<file path="config.mk">
export PLATFORM = sky130hd
export DESIGN_NAME = hazard_sequencer
export DESIGN_NICKNAME = d
export VERILOG_FILES = /design/src/rtl/hazard_sequencer.sv
export SDC_FILE = /design/constraint.sdc
export NUM_CORES = 1
export LEC_CHECK = 0
export ABC_CLOCK_PERIOD_IN_PS = 1700
export CAP_MARGIN = 20
export CORE_AREA = 2 2 50 52
export CTS_BUF_LIST = sky130_fd_sc_hd__clkbuf_4
export DETAILED_ROUTE_END_ITERATION = 16
export DIE_AREA = 0 0 52 54
export PLACE_DENSITY_LB_ADDON = 0.08
export SETUP_SLACK_MARGIN = 0.2
export SKIP_CTS_REPAIR_TIMING = 1
export SYNTH_ARGS = -nofsm -noshare
export SYNTH_HDL_FRONTEND = slang
export SYNTH_SLANG_ARGS = --single-unit
</file>
<file path="constraint.sdc">
create_clock -name clk -period 1.7 [get_ports clk]
set_input_delay 0.17 -clock clk [delete_from_list [all_inputs] [get_ports clk]]
set_output_delay 0.17 -clock clk [all_outputs]
set_load 0.03 [all_outputs]
</file>
<file path="src/rtl/hazard_sequencer.sv">
// Load-use / branch / undefined-instruction sequencer for the 5-stage MIPS pipe.
// Optional HAZ_PERF_CNT_EN adds saturating stall_count / flush_count outputs.
module hazard_sequencer #(
    parameter int LOAD_STALL_CYCLES = 1,
    parameter int DRAIN_CYCLES      = 3
) (
    input  logic        clk,
    input  logic        rst,
    input  logic [31:0] ifid_inst,
    input  logic        undef_inst,
    input  logic        idex_memr,
    input  logic [4:0]  idex_rt,
    input  logic        branch_taken,
    output logic        pc_write,
    output logic        ifid_write,
    output logic        ifid_flush,
    output logic        pipe_stall,
    output logic        halted,
    output logic [1:0]  state
`ifdef HAZ_PERF_CNT_EN
    ,
    output logic [15:0] stall_count,
    output logic [15:0] flush_count
`endif
);

    localparam int LSC = (LOAD_STALL_CYCLES < 1) ? 1 :
                         (LOAD_STALL_CYCLES > 3) ? 3 : LOAD_STALL_CYCLES;
    localparam int DC  = (DRAIN_CYCLES < 1) ? 1 :
                         (DRAIN_CYCLES > 7) ? 7 : DRAIN_CYCLES;
    localparam logic [2:0] LSC_LAST = 3'(LSC - 1);
    localparam logic [2:0] DC_LAST  = 3'(DC);

    typedef enum logic [1:0] {RUN = 2'd0, STALL = 2'd1, DRAIN = 2'd2, HALT = 2'd3} state_t;

    state_t     cur_state, nxt_state;
    logic [2:0] cnt, cnt_nxt;
    logic [5:0] opcode;
    logic [4:0] rs, rt;
    logic       rt_src, load_use;
    logic       unused_inst_bits;

    assign opcode = ifid_inst[31:26];
    assign rs     = ifid_inst[25:21];
    assign rt     = ifid_inst[20:16];
    assign unused_inst_bits = ^ifid_inst[15:0];

    // rt is read only by R-type, beq, bne and sw
    assign rt_src   = (opcode == 6'b000000) || (opcode == 6'b000100) ||
                      (opcode == 6'b000101) || (opcode == 6'b101011);
    assign load_use = idex_memr && (idex_rt != 5'd0) &&
                      ((idex_rt == rs) || (rt_src && (idex_rt == rt)));

    assign state = cur_state;

    always_comb begin
        nxt_state  = cur_state;
        cnt_nxt    = cnt;
        pc_write   = 1'b1;
        ifid_write = 1'b1;
        ifid_flush = 1'b0;
        pipe_stall = 1'b0;
        case (cur_state)
            RUN: begin
                if (branch_taken) begin
                    ifid_flush = 1'b1;
                    pipe_stall = 1'b1;
                    cnt_nxt    = 3'd0;
                end else if (load_use) begin
                    pc_write   = 1'b0;
                    ifid_write = 1'b0;
                    pipe_stall = 1'b1;
                    cnt_nxt    = 3'd1;
                    if (LSC != 1) nxt_state = STALL;
                end else if (undef_inst) begin
                    pc_write   = 1'b0;
                    ifid_write = 1'b0;
                    pipe_stall = 1'b1;
                    cnt_nxt    = 3'd1;
                    nxt_state  = DRAIN;
                end else begin
                    cnt_nxt = 3'd0;
                end
            end
            STALL: begin
                pc_write   = 1'b0;
                ifid_write = 1'b0;
                pipe_stall = 1'b1;
                cnt_nxt    = cnt + 3'd1;
                if (cnt == LSC_LAST) begin
                    nxt_state = RUN;
                    cnt_nxt   = 3'd0;
                end
            end
            DRAIN: begin
                // An older branch still in EX wins: the undefined instruction is squashed
                if (branch_taken) begin
                    ifid_flush = 1'b1;
                    pipe_stall = 1'b1;
                    nxt_state  = RUN;
                    cnt_nxt    = 3'd0;
                end else begin
                    pc_write   = 1'b0;
                    ifid_write = 1'b0;
                    pipe_stall = 1'b1;
                    cnt_nxt    = cnt + 3'd1;
                    if (cnt == DC_LAST) begin
                        nxt_state = HALT;
                        cnt_nxt   = 3'd0;
                    end
                end
            end
            default: begin
                pc_write   = 1'b0;
                ifid_write = 1'b0;
                pipe_stall = 1'b1;
            end
        endcase
    end

    always_ff @(posedge clk) begin
        if (rst) begin
            cur_state <= RUN;
            cnt       <= 3'd0;
            halted    <= 1'b0;
        end else begin
            cur_state <= nxt_state;
            cnt       <= cnt_nxt;
            if (nxt_state == HALT) halted <= 1'b1;
        end
    end

`ifdef HAZ_PERF_CNT_EN
    always_ff @(posedge clk) begin
        if (rst) begin
            stall_count <= 16'd0;
            flush_count <= 16'd0;
        end else begin
            if (!pc_write && !halted && stall_count != 16'hFFFF)
                stall_count <= stall_count + 16'd1;
            if (ifid_flush && flush_count != 16'hFFFF)
                flush_count <= flush_count + 16'd1;
        end
    end
`endif

endmodule

</file>
==> metrics <==
Avg Cell Area, Syn=8.06 um2; IO buf count=32; kind of critical path=in -> out; CP required=1530 ps; CTS Sinks=6; Core ar.=2320 um2; ys async rst share=0; CP max-delay cell=or4_1; ys flop type=dfxtp_1; H-tree Lvls=1; area leader, netlist=dfxtp_1; largest net degree at the start of global routing=8; routed length per instance=about 11 um; die width=52 um; gr usage total=0.119; delay-heaviest family, CP=compound AO/OA/AOI/OAI gates; worst slack, placed=-998 ps; sw frac=0.295; syn nets=132; Lkg Pwr=between 0.0005 and 0.0006 uW; Syn Inst Count=82; type of the worst min-delay path=reg -> reg; Comb pwr share=0.460; clock-pin slew on the worst setup and hold paths=40 ps; initial antenna violation count=0; CTS tree=built; DP Cell Count=155; final setup vio count=3; Starting Density=0.285; 1st-iter DRT viols=8; vias in the first global route=615; Nets=roughly 180; CP startpoint kind=primary input; number of enable flip-flop cells after synthesis=0; most common cell in the netlist=inv_1; TritonCTS Buffers=3; CP max FO=2; Internal Power=361 uW; Net Switching=around 150 uW; Antenna Cells=0; Worst-Skew Late Latency=roughly 240 ps; Synth area leaders=dfxtp_1 (18%), ha_1 (15%), xnor2_1 (8.0%); global-route wire length before repair=roughly 2400 um; Final Cell Area=1280 um2; Final Non-Filler Cells=159; CP peak stage delay=510 ps; Seq pwr share=0.291; sequential cell area=124 um2; Rel. slew slack=0.766; CP cell instances=buf_6 > or4_1 > a2111o_1 > a21oi_2 > nor2_2 > o21ba_4 > buf_6; Max clock buf depth=2; Slew @ Worst Pin=approximately 350 ps; clk_skew=0.404 ps; placed cell areas=1110 um2; Peak VDD IR=0.000199 V; violated checks=negative setup slack; FMAX=515 MHz; final critical-path share of the clock period=1.14; DP HPWL=1440 um; RSZ-0062 raised after global routing=yes; vias per cell=4.57; final hold slack=480 ps; Final Wtd Congestion=0.796; clock share of power=0.249; Mapped Area=661 um2; drt pass-1 iters=4; Yosys cell types=31; total die area=2810 um2; final worst slack=-240 ps; drt total wl=1830 um; Synth top area share=0.182; Area Overhead vs Synth=93.8%; Commonest cells post-synth=inv_1 (11), ha_1 (8), nor2_1 (7); die height=between 50 and 60 um; antenna viol nets, final=0; # rows=18; status=complete, but fails checks; most frequent CP cell=buf_6; Synth Register Bits=6; grt ovf=0; Design Power=512 uW; Via Count=727; Power Dens Cells=400 nW/um2; # IOs=49; clock root buffer=clkbuf_4; ratio of cells with drive above 1 in the final layout=0.364; Crit. End Element=primary output; # fillers=~220; area of the multi-input gates=601 um2; YS warnings=0; Buf/Inv on CP=2; Final Max Tran Viols=0; register area share after synthesis=0.182; Max-cap violations=0; crit path time final=1940 ps; DRC viols=0; Final Hold Vio Count=0; arrival time at the worst endpoint=1770 ps
## area by class of cell
class	count	area share
multi-input cells	63	0.469
repair buffers	46	0.355
flip-flops and latches	6	0.0968
inverters	11	0.0323
well taps	30	0.0293
clock buffers	3	0.0176
## through the flow
step                setup TNS [ps]   util
floorplan                     -362      -
global route                  -797  0.552
CTS                          -3100  0.488
detailed placement           -4100  0.478
finish                        -623  0.552
global placement             -3900  0.478
## cell families (layout without fill, tap and decap cells)
kind of cell,Yosys count,in the layout,synth area share
AND/OR/NAND/NOR,23,23,0.212
AO/OA/AOI/OAI,22,22,0.242
buffers and inverters,13,60,0.0795
XOR/XNOR,10,10,0.133
adder cells (fa/ha/maj),8,8,0.152
flip-flops,6,6,0.182
## registers in the layout (all words and copies together), names as in the netlist
name,cells
state,2
cnt,3
halted,1
## power by group through the flow
stage / Sequential, uW / Clock [uW] / Combinational [uW]
final: 149 / 128 / 235
after global routing: 149 / 144 / 250
after CTS: 148 / 135 / 209
after detailed placement: 151 / 0 / 209
after global placement: 151 / 0 / 208
after floorplan: 154 / 0 / 91.7
## layout by cell type (no fill, tap or decap), drive strengths merged, types with 2 or more instances in the layout
cell           netlist  routed
clkdlybuf4s50        0      13
nand3b               2       2
clkbuf               1       5
or4                  2       2
xor2                 4       4
buf                  1      20
o21ba                2       2
nor2                 7       7
o31ai                2       2
nand3                2       2
ha                   8       8
nor2b                3       3
o21ai                4       4
nand4                2       2
dfxtp                6       6
a21oi                6       6
inv                 11      11
o22ai                3       3
xnor2                6       6
dlymetal6s2s         0      11
nor3                 2       2
## path summary, 6_finish.rpt
path              cells after the start           from  slack [ps]        to
setup / recovery                      7  ifid_inst[29]        -240  pc_write
hold / removal                        2         cnt[2]         480    cnt[2]
setup reg to reg                      7       state[0]         160    halted
hold reg to reg                       2         cnt[2]         480    cnt[2]
## worst register-to-register path: stages (launching register included)
cell and delay (ps):
dfxtp_2 320, buf_4 150, ha_1 150, a21boi_4 230, o31ai_2 90, a211oi_2 310, o31ai_4 130, o22ai_2 90
## layer usage
layer  global-route usage  up-vias  routed length [um]
met4               0.0526        0                   7
met2                0.238       24                1010
li1                     -      382                   -
met1                0.122      319                 715
met5                    0        -                   0
met3               0.0139        2                  95
Power figures use the tool's default switching activity.
